**src/rtl/spi_sd_responder_pkg.sv**
```systemverilog
// Shared types and constants for the SPI-mode SD responder.
// Latency: n/a (package).
// Backpressure: n/a (package).
package spi_sd_pkg;

    typedef enum logic [1:0] {
        IDLE,
        FRAME,
        WAIT,
        SEND
    } state_e;

    localparam int         FRAME_LEN  = 6;
    localparam logic [7:0] FILL_BYTE  = 8'hFF;
    localparam logic [7:0] START_MASK = 8'hC0;
    localparam logic [7:0] START_VAL  = 8'h40;
    localparam logic [6:0] CRC7_POLY  = 7'h09;

    // One byte of CRC7 (x^7+x^3+1), MSB first.
    function automatic logic [6:0] crc7_byte(input logic [6:0] crc_in, input logic [7:0] din);
        logic [6:0] c;
        logic       fb;
        c = crc_in;
        for (int i = 7; i >= 0; i--) begin
            fb = c[6] ^ din[i];
            c  = {c[5:0], 1'b0};
            if (fb) c = c ^ CRC7_POLY;
        end
        return c;
    endfunction

endpackage

```
**src/rtl/spi_sd_responder_if.sv**
```systemverilog
// Local-side command/response bundle of the SD responder.
// Latency: n/a (wiring only).
// Backpressure: resp_valid/resp_ready handshake; cmd_* is a fire-and-forget pulse.
// Ports: cmd_valid/index/arg/crc_err and busy flow out of the responder;
// resp_valid/data/last flow in, resp_ready flows out.
interface spi_sd_responder_if;
    logic        cmd_valid;
    logic [5:0]  cmd_index;
    logic [31:0] cmd_arg;
    logic        cmd_crc_err;
    logic        resp_valid;
    logic [7:0]  resp_data;
    logic        resp_last;
    logic        resp_ready;
    logic        busy;

    // Responder side.
    modport slave (
        output cmd_valid, cmd_index, cmd_arg, cmd_crc_err, resp_ready, busy,
        input  resp_valid, resp_data, resp_last
    );

    // Local logic side.
    modport master (
        input  cmd_valid, cmd_index, cmd_arg, cmd_crc_err, resp_ready, busy,
        output resp_valid, resp_data, resp_last
    );
endinterface

```
**src/rtl/spi_sd_responder_crc7.sv**
```systemverilog
// Bytewise CRC7 accumulator with clear and enable.
// Latency: 1 clock from en to updated crc.
// Backpressure: none; clr together with en restarts from zero with din.
// Ports: clock/reset, clr, en, din[7:0] -> crc[6:0].
module spi_crc7
    import spi_sd_pkg::*;
(
    input  logic       clock,
    input  logic       reset,
    input  logic       clr,
    input  logic       en,
    input  logic [7:0] din,
    output logic [6:0] crc
);
    logic [6:0] crc_q, crc_d;

    always_comb begin
        crc_d = crc_q;
        if (clr)     crc_d = en ? crc7_byte(7'd0, din) : 7'd0;
        else if (en) crc_d = crc7_byte(crc_q, din);
    end

    always_ff @(posedge clock) begin
        if (reset) crc_q <= 7'd0;
        else       crc_q <= crc_d;
    end

    assign crc = crc_q;
endmodule

```
**src/rtl/spi_sd_responder.sv**
```systemverilog
// SPI-mode SD card responder: collects 6-byte command frames, shifts back supplied response bytes.
// Latency: cmd_valid one clock after the frame's last bit is sampled; response follows >= NCR_MIN filler bytes.
// Backpressure: one-byte holding register; resp_ready low while full; empty register in SEND sends 0xFF.
// Ports: clock, reset (sync, active high), spi_clock/spi_cs_n/spi_mosi in, spi_miso/spi_miso_oe out,
// loc = local command/response bundle (slave modport).
// Optional: define SPI_CRC7_CHECK_EN to check the frame CRC7; otherwise cmd_crc_err is tied 0.
module spi_sd_responder
    import spi_sd_pkg::*;
#(
    parameter int NCR_MIN     = 1,
    parameter int SYNC_STAGES = 2
) (
    input  logic clock,
    input  logic reset,
    input  logic spi_clock,
    input  logic spi_cs_n,
    input  logic spi_mosi,
    output logic spi_miso,
    output logic spi_miso_oe,
    spi_sd_responder_if.slave loc
);
    logic [SYNC_STAGES-1:0] sclk_sync_q, sclk_sync_d, cs_sync_q, cs_sync_d, mosi_sync_q, mosi_sync_d;
    logic        sclk_prev_q, sclk_prev_d, cs_prev_q, cs_prev_d;
    state_e      state_q, state_d;
    logic [2:0]  bit_cnt_q, bit_cnt_d, frame_cnt_q, frame_cnt_d;
    logic [3:0]  ncr_cnt_q, ncr_cnt_d;
    logic [7:0]  rx_shift_q, rx_shift_d, tx_shift_q, tx_shift_d;
    logic        miso_q, miso_d, oe_q, oe_d;
    logic        hold_full_q, hold_full_d, hold_last_q, hold_last_d, last_loaded_q, last_loaded_d;
    logic [7:0]  hold_dat_q, hold_dat_d;
    logic [5:0]  idx_sh_q, idx_sh_d, cmd_index_q, cmd_index_d;
    logic [31:0] arg_sh_q, arg_sh_d, cmd_arg_q, cmd_arg_d;
    logic        cmd_valid_q, cmd_valid_d, crc_err_q, crc_err_d;

    logic sclk_s, cs_s, mosi_s, cs_fall, cs_rise, sclk_rise, sclk_fall, byte_done, is_start;
    logic resp_ready, crc_mismatch;
    logic [7:0] rx_byte;
    logic [3:0] ncr_n;
    logic       send_now;

    assign sclk_s  = sclk_sync_q[SYNC_STAGES-1];
    assign cs_s    = cs_sync_q[SYNC_STAGES-1];
    assign mosi_s  = mosi_sync_q[SYNC_STAGES-1];
    assign cs_fall = cs_prev_q & ~cs_s;
    assign cs_rise = ~cs_prev_q & cs_s;
    // SPI clock edges only count while selected; a select edge takes the cycle for itself.
    assign sclk_rise = ~cs_s & ~cs_fall & sclk_s & ~sclk_prev_q;
    assign sclk_fall = ~cs_s & ~cs_fall & ~sclk_s & sclk_prev_q;
    assign byte_done = sclk_rise && (bit_cnt_q == 3'd7);
    assign rx_byte   = {rx_shift_q[6:0], mosi_s};
    assign is_start  = (rx_byte & START_MASK) == START_VAL;
    assign ncr_n     = (ncr_cnt_q == 4'(NCR_MIN)) ? ncr_cnt_q : ncr_cnt_q + 4'd1;
    // Hold byte goes out at this boundary if SEND, or if this boundary ends the last filler byte.
    assign send_now  = hold_full_q && !last_loaded_q &&
                       (state_q == SEND || (state_q == WAIT && ncr_n == 4'(NCR_MIN)));
    assign resp_ready = !hold_full_q && (state_q == WAIT || (state_q == SEND && !last_loaded_q));

`ifdef SPI_CRC7_CHECK_EN
    logic [6:0] crc;
    spi_crc7 u_crc7 (
        .clock (clock),
        .reset (reset),
        .clr   (byte_done && state_q == IDLE && !cs_rise),
        .en    (byte_done && !cs_rise && ((state_q == IDLE && is_start) ||
                (state_q == FRAME && frame_cnt_q != 3'(FRAME_LEN - 1)))),
        .din   (rx_byte),
        .crc   (crc)
    );
    assign crc_mismatch = (rx_byte[7:1] != crc) || !rx_byte[0];
`else
    assign crc_mismatch = 1'b0;
`endif

    always_comb begin
        sclk_sync_d   = {sclk_sync_q[SYNC_STAGES-2:0], spi_clock};
        cs_sync_d     = {cs_sync_q[SYNC_STAGES-2:0], spi_cs_n};
        mosi_sync_d   = {mosi_sync_q[SYNC_STAGES-2:0], spi_mosi};
        sclk_prev_d   = sclk_s;
        cs_prev_d     = cs_s;
        state_d       = state_q;
        bit_cnt_d     = bit_cnt_q;
        frame_cnt_d   = frame_cnt_q;
        ncr_cnt_d     = ncr_cnt_q;
        rx_shift_d    = rx_shift_q;
        tx_shift_d    = tx_shift_q;
        miso_d        = miso_q;
        oe_d          = oe_q;
        hold_full_d   = hold_full_q;
        hold_last_d   = hold_last_q;
        hold_dat_d    = hold_dat_q;
        last_loaded_d = last_loaded_q;
        idx_sh_d      = idx_sh_q;
        arg_sh_d      = arg_sh_q;
        cmd_index_d   = cmd_index_q;
        cmd_arg_d     = cmd_arg_q;
        crc_err_d     = crc_err_q;
        cmd_valid_d   = 1'b0;

        if (cs_fall) begin
            bit_cnt_d  = 3'd0;
            tx_shift_d = FILL_BYTE;
            oe_d       = 1'b1;
        end else if (cs_rise) begin
            // Abort: drop the transaction without reporting it.
            state_d       = IDLE;
            hold_full_d   = 1'b0;
            last_loaded_d = 1'b0;
            oe_d          = 1'b0;
            miso_d        = 1'b1;
        end else begin
            if (sclk_fall) begin
                miso_d     = tx_shift_q[7];
                tx_shift_d = {tx_shift_q[6:0], 1'b1};
            end
            if (loc.resp_valid && resp_ready) begin
                hold_full_d = 1'b1;
                hold_dat_d  = loc.resp_data;
                hold_last_d = loc.resp_last;
            end
            // Late response: filler quota already met, start sending at the next boundary.
            if (state_q == WAIT && ncr_cnt_q == 4'(NCR_MIN) && hold_full_q) state_d = SEND;
            if (sclk_rise) begin
                rx_shift_d = rx_byte;
                bit_cnt_d  = bit_cnt_q + 3'd1;
            end
            if (byte_done) begin
                tx_shift_d = send_now ? hold_dat_q : FILL_BYTE;
                if (send_now) begin
                    hold_full_d   = 1'b0;
                    last_loaded_d = hold_last_q;
                end
                case (state_q)
                    IDLE: if (is_start) begin
                        idx_sh_d    = rx_byte[5:0];
                        frame_cnt_d = 3'd1;
                        state_d     = FRAME;
                    end
                    FRAME: begin
                        frame_cnt_d = frame_cnt_q + 3'd1;
                        if (frame_cnt_q == 3'(FRAME_LEN - 1)) begin
                            cmd_valid_d = 1'b1;
                            cmd_index_d = idx_sh_q;
                            cmd_arg_d   = arg_sh_q;
                            crc_err_d   = crc_mismatch;
                            ncr_cnt_d   = 4'd0;
                            state_d     = WAIT;
                        end else begin
                            arg_sh_d = {arg_sh_q[23:0], rx_byte};
                        end
                    end
                    WAIT: begin
                        ncr_cnt_d = ncr_n;
                        if (send_now) state_d = SEND;
                    end
                    SEND: if (last_loaded_q) begin
                        last_loaded_d = 1'b0;
                        state_d       = IDLE;
                    end
                    default: state_d = IDLE;
                endcase
            end
        end
    end

    always_ff @(posedge clock) begin
        if (reset) begin
            sclk_sync_q   <= '0;
            cs_sync_q     <= '1;
            mosi_sync_q   <= '0;
            sclk_prev_q   <= 1'b0;
            cs_prev_q     <= 1'b1;
            state_q       <= IDLE;
            bit_cnt_q     <= 3'd0;
            frame_cnt_q   <= 3'd0;
            ncr_cnt_q     <= 4'd0;
            rx_shift_q    <= 8'd0;
            tx_shift_q    <= 8'd0;
            miso_q        <= 1'b1;
            oe_q          <= 1'b0;
            hold_full_q   <= 1'b0;
            hold_last_q   <= 1'b0;
            hold_dat_q    <= 8'd0;
            last_loaded_q <= 1'b0;
            idx_sh_q      <= 6'd0;
            arg_sh_q      <= 32'd0;
            cmd_index_q   <= 6'd0;
            cmd_arg_q     <= 32'd0;
            crc_err_q     <= 1'b0;
            cmd_valid_q   <= 1'b0;
        end else begin
            sclk_sync_q   <= sclk_sync_d;
            cs_sync_q     <= cs_sync_d;
            mosi_sync_q   <= mosi_sync_d;
            sclk_prev_q   <= sclk_prev_d;
            cs_prev_q     <= cs_prev_d;
            state_q       <= state_d;
            bit_cnt_q     <= bit_cnt_d;
            frame_cnt_q   <= frame_cnt_d;
            ncr_cnt_q     <= ncr_cnt_d;
            rx_shift_q    <= rx_shift_d;
            tx_shift_q    <= tx_shift_d;
            miso_q        <= miso_d;
            oe_q          <= oe_d;
            hold_full_q   <= hold_full_d;
            hold_last_q   <= hold_last_d;
            hold_dat_q    <= hold_dat_d;
            last_loaded_q <= last_loaded_d;
            idx_sh_q      <= idx_sh_d;
            arg_sh_q      <= arg_sh_d;
            cmd_index_q   <= cmd_index_d;
            cmd_arg_q     <= cmd_arg_d;
            crc_err_q     <= crc_err_d;
            cmd_valid_q   <= cmd_valid_d;
        end
    end

    assign spi_miso        = miso_q;
    assign spi_miso_oe     = oe_q;
    assign loc.cmd_valid   = cmd_valid_q;
    assign loc.cmd_index   = cmd_index_q;
    assign loc.cmd_arg     = cmd_arg_q;
    assign loc.cmd_crc_err = crc_err_q;
    assign loc.resp_ready  = resp_ready;
    assign loc.busy        = (state_q != IDLE);
endmodule

```
**src/flat_wrapper.sv**
```systemverilog
// flat-port wrapper written by rule: the top's interface ports become plain ports
module spi_sd_responder_flat import spi_sd_pkg::*;
#(
    parameter int NCR_MIN     = 1,
    parameter int SYNC_STAGES = 2
)
  (clock, reset, spi_clock, spi_cs_n, spi_mosi, spi_miso, spi_miso_oe, loc_cmd_valid, loc_cmd_index, loc_cmd_arg, loc_cmd_crc_err, loc_resp_ready, loc_busy, loc_resp_valid, loc_resp_data, loc_resp_last);
  spi_sd_responder_if loc_i ();
  input  logic clock;
  input  logic reset;
  input  logic spi_clock;
  input  logic spi_cs_n;
  input  logic spi_mosi;
  output logic spi_miso;
  output logic spi_miso_oe;
  output wire logic [$bits(loc_i.cmd_valid)-1:0] loc_cmd_valid;
  output wire logic [$bits(loc_i.cmd_index)-1:0] loc_cmd_index;
  output wire logic [$bits(loc_i.cmd_arg)-1:0] loc_cmd_arg;
  output wire logic [$bits(loc_i.cmd_crc_err)-1:0] loc_cmd_crc_err;
  output wire logic [$bits(loc_i.resp_ready)-1:0] loc_resp_ready;
  output wire logic [$bits(loc_i.busy)-1:0] loc_busy;
  input wire logic [$bits(loc_i.resp_valid)-1:0] loc_resp_valid;
  input wire logic [$bits(loc_i.resp_data)-1:0] loc_resp_data;
  input wire logic [$bits(loc_i.resp_last)-1:0] loc_resp_last;
  assign loc_cmd_valid = loc_i.cmd_valid;
  assign loc_cmd_index = loc_i.cmd_index;
  assign loc_cmd_arg = loc_i.cmd_arg;
  assign loc_cmd_crc_err = loc_i.cmd_crc_err;
  assign loc_resp_ready = loc_i.resp_ready;
  assign loc_busy = loc_i.busy;
  assign loc_i.resp_valid = loc_resp_valid;
  assign loc_i.resp_data = loc_resp_data;
  assign loc_i.resp_last = loc_resp_last;
  spi_sd_responder #(.NCR_MIN(NCR_MIN), .SYNC_STAGES(SYNC_STAGES)) u_core (.clock(clock), .reset(reset), .spi_clock(spi_clock), .spi_cs_n(spi_cs_n), .spi_mosi(spi_mosi), .spi_miso(spi_miso), .spi_miso_oe(spi_miso_oe), .loc(loc_i));
endmodule
```
**config.mk**
```make
export PLATFORM = sky130hd
export DESIGN_NAME = spi_sd_responder_flat
export DESIGN_NICKNAME = d
export VERILOG_FILES = /design/src/rtl/spi_sd_responder_pkg.sv /design/src/rtl/spi_sd_responder_if.sv /design/src/rtl/spi_sd_responder_crc7.sv /design/src/rtl/spi_sd_responder.sv /design/src/flat_wrapper.sv
export SDC_FILE = /design/constraint.sdc
export NUM_CORES = 1
export LEC_CHECK = 0
export CAP_MARGIN = 20
export CORE_MARGIN = 2
export CORE_UTILIZATION = 62
export CTS_CLUSTER_DIAMETER = 200
export DETAILED_ROUTE_END_ITERATION = 12
export DONT_BUFFER_PORTS = 1
export GPL_TIMING_DRIVEN = 0
export PLACE_DENSITY = 0.89
export SKIP_LAST_GASP = 1
export SYNTH_ARGS = -nofsm -noshare
export SYNTH_HDL_FRONTEND = slang
export SYNTH_SLANG_ARGS = --single-unit
```
**constraint.sdc**
```tcl
create_clock -name clock -period 2.4 [get_ports clock]
set_input_delay 0.12 -clock clock [delete_from_list [all_inputs] [get_ports clock]]
set_output_delay 0.12 -clock clock [all_outputs]
set_load 0.03 [all_outputs]
```
==> results.cfg, run 1 <==
[run_status]
run_status = completed

[synthesis]
yosysTopAreaCellShare_pct = 50.11
yosys.cell_types.count = 55
synth_area_mm2 = 0.004994
synth-edff-count = 0
async_flop_share_pct = 0
synth_top_family_by_area = simple AND/OR/NAND/NOR gates
synth.net_count = 612
synthSimpleGateAreaFrac_pct = 23.08
synth_mux_area_share_pct = 5.437
ys_ff_latch = 125
syn-instance-count = 587
ys.warnings.count = 0
synth_top_area_cell = dfxtp_1
syn_area_per_cell_um2 = 8.507
synth_xor_area_share_pct = 0.7016
synth_compound_area_share_pct = 13.33
synth-main-ff-cell = dfxtp_1
synth_fa_ha_area_share_pct = 2.506
synth_area_leaders = dfxtp_1 (50%), nand2_1 (12%), a21oi_1 (8.3%), mux2i_1 (5.2%), ha_1 (2.5%)
ys_seq_area_share_pct = 50.11

[routing]
post_drt_via_cell_ratio = 5.804
drc_errors = 0
ant_nets = 0
drtPass1Iterations = 7
routed_wl_um = 12380
wire_per_inst_um = 16.86
drt_iter0_markers = 390
vias = 4260

[floorplan]
dieWidth_um = 93.75
fp.coreArea_mm2 = 0.007767
dieArea_mm2 = 0.008788
initial_core_util_pct = 64.29
ios = 59
die_h_um = 93.75
row_count = 32

[power_and_ir_drop]
leakage_uw = 0.002192
p_total_uw = 4643
p_switching_uw = 1070
clockPowerShare_pct = 52.7
intPower_uw = 3573
peakVddDrop_uv = 737.1
powerDensity_mw_per_mm2 = 797.1
seqPwrFrac_pct = 45.2
swShare_pct = 23.05
combPwrFrac_pct = 2.1

[timing]
slew_headroom_pct = 64.19
finClkSkew_ps = 10.23
min_period_over_period_pct = 93.15
whs_ps = 93.59
timing.setup.tns_ps = 0
period_minus_slack_ps = 2236
fmaxAchievable_ghz = 0.4473
tightest_slew_ps = 531.6
maxSlewViolCount = 0
finalHoldViolations = 0
setup-violations-final = 0
fin_ws_ps = 164.4
rsz0062_at_grt = false

[clock_tree]
ctsHtreeMaxLevel = 4
root_buffer = clkbuf_8
cts_tree = built
path_clk_slew_ps = 60
clock_latency_ps = 530
numCtsBuffers = 17
cts_buffer_depth = 2
cts_sinks = 125

[cells_and_area]
nets = 644
final_common_cell = nand2_1
final_util_pct = 75.00
antenna_cells = 0
fillers = 536
area_delta_synth_final_pct = 16.66
layout_common_cells = nand2_1 (162), dfxtp_1 (125), a21oi_1 (83)
drive_above_1_share_pct = 10.28

[grt]
grt.total_usage_pct = 29.38
grt_max_degree = 17
overflow = 0
grt_pass1_vias = 4105
antenna_found_initial = 0
grt_pass1_wl_um = 19890

[critical_path]
worst-endpoint-arrival_ps = 2620
critPathLaunchType = register
path_max_fanout = 10
required_ps = 2790
end_kind = register
crit_type = reg -> reg

[placement]
dp_hpwl_um = 7937
pre_cts_ws_ps = 182.3
portBuffers = 0
routabilityCongestion = 0.8516

[run]
cap_viol_max_count = 0

[min_path]
hold_path_class = in -> reg
==> power groups by stage <==
stage | logic [uW] | registers [uW] | clock network (uW)
2_1_floorplan | 58.3 | 2140 | 0
3_3_place_gp | 76.3 | 2140 | 0
3_5_place_dp | 78.0 | 2140 | 0
4_1_cts | 96.4 | 2100 | 2450
5_1_grt | 106 | 2100 | 2560
6_report | 98.4 | 2100 | 2450
==> cells in the mapped netlist (2+ instances only) <==
| cell | n |
|---|---|
| nand2_1 | 162 |
| dfxtp_1 | 125 |
| a21oi_1 | 83 |
| nor2_1 | 33 |
| mux2i_1 | 26 |
| clkbuf_1 | 21 |
| inv_1 | 15 |
| ha_1 | 10 |
| nor2b_1 | 10 |
| buf_4 | 9 |
| o21ai_0 | 9 |
| buf_2 | 7 |
| nor3_1 | 7 |
| o221ai_1 | 7 |
| nand3_1 | 6 |
| nand2b_1 | 5 |
| a211oi_1 | 4 |
| or2_2 | 3 |
| xnor2_1 | 3 |
| a31oi_1 | 2 |
| and3_1 | 2 |
| and3b_1 | 2 |
| nor3b_1 | 2 |
| nor4b_1 | 2 |
| or4_1 | 2 |
==> cells by family after synthesis <==
family | Yosys count
simple gates | 252
fa+ha+maj | 10
mux | 27
other cells | 1
xor+xnor | 4
compound gates | 116
flops | 125
buf+inv | 52
==> path summary, 6_finish.rpt <==
kind | start | endpoint | slack (ps) | depth (start not counted)
max | u_core.bit_cnt_q[0] | u_core.arg_sh_q[23] | 160 | 8
min | reset | u_core.ncr_cnt_q[0] | 90 | 3
max reg2reg | u_core.bit_cnt_q[0] | u_core.arg_sh_q[23] | 160 | 8
min reg2reg | u_core.cs_sync_q[0] | u_core.cs_sync_q[1] | 410 | 1
==> per-stage QoR <==
stage                     instances  cell area, um^2
after floorplan                 587             4994
after global placement          689             5121
after detailed placement        689             5121
after CTS                       734             5823
after global routing            734             5826
final                           734             5826
==> sequential cells by signal, indices dropped and copies added (netlist names), 2 cells and up <==
signal                cells
u_core.loc.cmd_index      6
u_core.hold_dat_q         8
u_core.tx_shift_q         8
u_core.frame_cnt_q        3
u_core.mosi_sync_q        2
u_core.ncr_cnt_q          4
u_core.state_q            2
u_core.bit_cnt_q          3
u_core.sclk_sync_q        2
u_core.idx_sh_q           6
u_core.rx_shift_q         7
u_core.cs_sync_q          2
u_core.arg_sh_q          32
u_core.loc.cmd_arg       32
==> repair_timing <==
action	in CTS	in global routing
setup endpoints to repair	0	8
endpoints found under the hold margin	13	0
setup buffers	0	0
hold buffers	13	0
resized for setup	0	4
==> routing by layer <==
| layer | wire (um) | global-route usage, % | vias up |
|---|---|---|---|
| met5 | 0 | 0 | - |
| met3 | 951 | 8.507 | 28 |
| met2 | 6037 | 48.39 | 198 |
| met1 | 5160 | 36.77 | 2017 |
| met4 | 228 | 10.39 | 0 |
| li1 | - | - | 2017 |
==> cell type report <==
type / count / area (um^2) / area share [%]
repair buffers: 13 / 130.1 / 2.234
clock inverters: 13 / 130.1 / 2.234
well taps: 102 / 127.6 / 2.191
plain buffers: 37 / 183.9 / 3.157
inverters: 15 / 56.30 / 0.9665
multi-input cells: 410 / 2253 / 38.68
clock buffers: 19 / 441.7 / 7.582
flip-flops and latches: 125 / 2502 / 42.96
==> worst max-delay path, stage by stage (launching register included) <==
cell      delay (ps)
dfxtp_1          360
ha_1             160
ha_1             260
nand3b_4         160
nor3_2           340
nand3_1          270
clkbuf_1         300
nand2_1          160
a21oi_1           90
Note: power is estimated with default switching activity, not from simulation.
==> inputs of run 2 (changes only) <==
--- a/config.mk
+++ b/config.mk
@@ -5,14 +5,14 @@
 export SDC_FILE = /design/constraint.sdc
 export NUM_CORES = 1
 export LEC_CHECK = 0
+export BUFFER_PORTS_ARGS = -buffer_cell sky130_fd_sc_hd__buf_2
 export CAP_MARGIN = 20
-export CORE_MARGIN = 2
-export CORE_UTILIZATION = 62
+export CORE_MARGIN = 10
+export CORE_UTILIZATION = 57
 export CTS_CLUSTER_DIAMETER = 200
 export DETAILED_ROUTE_END_ITERATION = 12
-export DONT_BUFFER_PORTS = 1
 export GPL_TIMING_DRIVEN = 0
-export PLACE_DENSITY = 0.89
+export PLACE_DENSITY_LB_ADDON = 0.1
 export SKIP_LAST_GASP = 1
 export SYNTH_ARGS = -nofsm -noshare
 export SYNTH_HDL_FRONTEND = slang
==> results.cfg, run 2 (same netlist as run 1, synthesis figures left out) <==
[timing]
tightest_slew_ps = 583.7
period_minus_slack_ps = 2136
finClkSkew_ps = 9.637
slew_headroom_pct = 60.68
whs_ps = 127.9
rsz0062_at_grt = false
maxSlewViolCount = 0
finalHoldViolations = 0
setup-violations-final = 0
fin_ws_ps = 263.7
fmaxAchievable_ghz = 0.4681
min_period_over_period_pct = 89.01
timing.setup.tns_ps = 0

[routing]
drt_iter0_markers = 277
ant_nets = 0
drc_errors = 0
vias = 4317
wire_per_inst_um = 15.08
drtPass1Iterations = 7
post_drt_via_cell_ratio = 5.423
routed_wl_um = 12000

[clock_tree]
path_clk_slew_ps = 60
clock_latency_ps = 510
root_buffer = clkbuf_8
post_cts_buffers = 0
numCtsBuffers = 17
cts_tree = built
cts_sinks = 125
cts_buffer_depth = 2
ctsHtreeMaxLevel = 4

[critical_path]
reg2reg_slack_ps = 260
critPathLaunchType = register
r2r_start = u_core.ncr_cnt_q[0]
critPathTopFamily = compound AO/OA/AOI/OAI gates
cp_num_cells = 6
path_buf_inv = 0
r2r_end = u_core.tx_shift_q[0]
crit_type = reg -> reg
rr_worst_depth = 6
required_ps = 2770
worst-endpoint-arrival_ps = 2510
end_kind = register
cpPeakStageDelay_ps = 460
path_max_fanout = 8
path_cells = ha_1 -> nor3b_4 -> xnor2_1 -> nand4_1 -> o31ai_4 -> a211oi_1
critPathSlowestCell = dfxtp_1

[placement]
routabilityCongestion = 0.8521
placedCellCount = 751
placed_cell_area_mm2 = 0.005409
dp_hpwl_um = 8532
portBuffers = 56
pre_cts_ws_ps = 204.7

[grt]
grt.total_usage_pct = 18.86
antenna_found_initial = 0
overflow = 0
grt_pass1_vias = 4258
grt_pass1_wl_um = 20330
grt_max_degree = 17

[cells_and_area]
nets = 700
antenna_cells = 0
area_delta_synth_final_pct = 22.48
fillers = 702
stdcell_area_mm2 = 0.006116
layout_common_cells = nand2_1 (162), dfxtp_1 (125), a21oi_1 (83)
fin_cells = 796
final_common_cell = nand2_1
drive_above_1_share_pct = 17.30

[run]
cap_viol_max_count = 0

[power_and_ir_drop]
clockPowerShare_pct = 52.7
swShare_pct = 22.15
combPwrFrac_pct = 2.3
leakage_uw = 0.002490
intPower_uw = 3633
p_switching_uw = 1034
powerDensity_mw_per_mm2 = 763.1
peakVddDrop_uv = 512.6
seqPwrFrac_pct = 44.9

[floorplan]
ios = 59
dieWidth_um = 113.6
row_count = 34
dieArea_mm2 = 0.01291
fp.coreArea_mm2 = 0.008636
die_h_um = 113.6
initial_core_util_pct = 57.82

[min_path]
holdPathStages = 3
hold_start = reset
hold_path_class = in -> reg
holdPathEnd = u_core.ncr_cnt_q[0]

[run_status]
run_status = completed
run 2: worst max-delay path by stage:
stage,startpoint,to,slack (ps)
3_5_place_dp,u_core.cs_sync_q[1],u_core.loc.cmd_arg[25],200
2_1_floorplan,u_core.ncr_cnt_q[0],u_core.tx_shift_q[0],610
5_1_grt,u_core.bit_cnt_q[0],u_core.arg_sh_q[3],20
4_1_cts,u_core.cs_sync_q[1],u_core.loc.cmd_index[2],180
3_3_place_gp,u_core.cs_sync_q[1],u_core.loc.cmd_arg[26],280
6_report,u_core.ncr_cnt_q[0],u_core.tx_shift_q[0],260
run 2: worst reg2reg max path: stages, from the launching register on:
cell      delay, ps
dfxtp_1         460
ha_1            210
nor3b_4         340
xnor2_1         180
nand4_1         210
o31ai_4         460
a211oi_1        140
run 2: per-layer routing:
layer	GRT usage [%]	share of wire, %	vias to the layer above	wire (um)
li1	-	-	2140	-
met1	24.38	46	2037	5556
met2	30.47	46	126	5505
met3	4.882	6.8	14	812
met4	5.161	1.1	0	129
met5	0	0	-	0
run 2: area by class of cell:
cell class | count | area (um^2) | share of cell area [%]
multi-input combinational | 410 | 2253 | 36.85
clock inverter | 13 | 152.6 | 2.496
clock buffer | 19 | 421.7 | 6.894
tap | 108 | 135.1 | 2.209
timing repair buffer | 69 | 410.4 | 6.710
sequential | 125 | 2502 | 40.92
inverter | 15 | 56.30 | 0.9206
buffer | 37 | 183.9 | 3.007
run 2: repair_timing:
action / CTS / global route
hold buffers: 13 / 0
endpoints found under the hold margin: 13 / 0
resized for setup: 0 / 4
setup endpoints to repair: 0 / 6
run 2: power groups by stage:
stage                     Clock (uW)  Combinational, uW  Sequential [uW]
after floorplan                    0               58.3             2140
after detailed placement           0               91.6             2140
after CTS                       2480                108             2100
after global routing            2570                119             2100
final                           2460                108             2100
after global placement             0               89.4             2140
run 2: stage by stage:
step | utilization [%] | total power [uW]
2_1_floorplan | - | 2198
3_3_place_gp | 62.63 | 2231
3_5_place_dp | 62.63 | 2234
4_1_cts | 70.79 | 4689
5_1_grt | 70.82 | 4786
6_report | 70.82 | 4667
==> inputs of run 3 (changes only) <==
--- a/config.mk
+++ b/config.mk
@@ -8,7 +8,7 @@
 export BUFFER_PORTS_ARGS = -buffer_cell sky130_fd_sc_hd__buf_2
 export CAP_MARGIN = 20
 export CORE_MARGIN = 10
-export CORE_UTILIZATION = 57
+export CORE_UTILIZATION = 55
 export CTS_CLUSTER_DIAMETER = 200
 export DETAILED_ROUTE_END_ITERATION = 12
 export GPL_TIMING_DRIVEN = 0
==> results.cfg, run 3 (same netlist as run 1, synthesis figures left out) <==
[cells_and_area]
nets = 700
final_common_cell = nand2_1
final_util_pct = 69.45
drive_above_1_share_pct = 17.32
layout_common_cells = nand2_1 (162), dfxtp_1 (125), a21oi_1 (83)
area_delta_synth_final_pct = 21.87
antenna_cells = 0

[routing]
wl_met2_um = 5646
wire_per_inst_um = 15.52
drc_errors = 0
drtPass1Iterations = 5
wl_met1_um = 5768
post_drt_via_cell_ratio = 5.425
drt_iter0_markers = 281
routed_wl_um = 12340
route.met3.wl_um = 743
vias = 4313
top_layer_used = met4
ant_nets = 0

[critical_path]
critPathLaunchType = register
rr_worst_depth = 8
path_max_fanout = 10
end_kind = register
worst-endpoint-arrival_ps = 2570
crit_type = reg -> reg
reg2reg_slack_ps = 210
required_ps = 2780

[timing]
fin_ws_ps = 207.5
maxSlewViolCount = 0
slew_headroom_pct = 60.56
finalHoldViolations = 0
tightest_slew_ps = 585.4
setup-violations-final = 0
finClkSkew_ps = 11.08
period_minus_slack_ps = 2193
timing.setup.tns_ps = 0
fmaxAchievable_ghz = 0.4561
min_period_over_period_pct = 91.36
rsz0062_at_grt = false

[grt]
overflow = 0
grt_pass1_wl_um = 20120
grt_max_degree = 17
antenna_found_initial = 0
grt.total_usage_pct = 18.63
grt_pass1_vias = 4184

[power_and_ir_drop]
seqPwrFrac_pct = 46.0
clockPowerShare_pct = 51.6
combPwrFrac_pct = 2.4
peakVddDrop_uv = 553.6
leakage_uw = 0.002460
p_switching_uw = 1030
powerDensity_mw_per_mm2 = 748.9
intPower_uw = 3527
swShare_pct = 22.61

[floorplan]
row_count = 34
initial_core_util_pct = 56.98
ios = 59
dieArea_mm2 = 0.01329
dieWidth_um = 115.3
fp.coreArea_mm2 = 0.008763
die_h_um = 115.3

[clock_tree]
cts_tree = built
clock_latency_ps = 520
ctsHtreeMaxLevel = 4
root_buffer = clkbuf_8
cts_buffer_depth = 2
path_clk_slew_ps = 60
numCtsBuffers = 17
cts_sinks = 125

[min_path]
hold_path_class = in -> reg
holdPathStages = 3

[placement]
pre_cts_ws_ps = 238.2
routabilityCongestion = 0.8452
dp_hpwl_um = 8420
portBuffers = 56

[run_status]
run_status = completed

[run]
cap_viol_max_count = 0
## run 3: final timing paths
check | start | endpoint
worst min-delay path | reset | u_core.ncr_cnt_q[0]
worst max-delay path | u_core.bit_cnt_q[0] | u_core.arg_sh_q[26]
worst max register to register | u_core.bit_cnt_q[0] | u_core.arg_sh_q[26]
worst min register to register | u_core.cs_sync_q[0] | u_core.cs_sync_q[1]
## run 3: final cells by class
| cell class | count | area (um^2) |
|---|---|---|
| Buffer | 37 | 182.7 |
| Clock buffer | 18 | 427.9 |
| Clock inverter | 13 | 117.6 |
| Fill cell | 721 | 2678 |
| Inverter | 15 | 56.30 |
| Multi-Input combinational cell | 410 | 2253 |
| Sequential cell | 125 | 2502 |
| Tap cell | 108 | 135.1 |
| Timing Repair Buffer | 69 | 410.4 |
## run 3: worst max-delay path, stage by stage (launching register included)
cell and delay (ps):
dfxtp_1 360, ha_1 160, ha_1 270, nand3b_4 160, nor3_2 310, nand3_1 260
clkbuf_1 300, nand2_1 140, a21oi_1 90
## run 3: per-layer routing
metal	track usage, %	vias up
met2	29.58	131
met5	0	-
met1	24.13	2023
met4	5.033	0
met3	5.521	16
li1	-	2143
## run 3: repair_timing
action / CTS / global route
setup endpoints to repair: 0 / 2
hold buffers: 13 / 0
gates resized for setup: 0 / 2
setup buffers: 0 / 0
endpoints found under the hold margin: 13 / 0
## run 3: through the flow
stage	area (um^2)	total power (uW)	cells	hold WS, ps
6_report	6086	4558	795	109.3
5_1_grt	6086	4657	795	145.5
3_5_place_dp	5409	2233	751	305.2
3_3_place_gp	5409	2231	751	302.4
2_1_floorplan	4994	2198	587	223.8
4_1_cts	6085	4568	795	80.08
## run 3: power groups by stage
stage               combinational [uW]  clock, uW  sequential, uW
CTS                                108       2360            2100
detailed placement                91.2          0            2140
floorplan                         58.3          0            2140
finish                             109       2350            2100
global route                       121       2440            2100
global placement                  89.7          0            2140
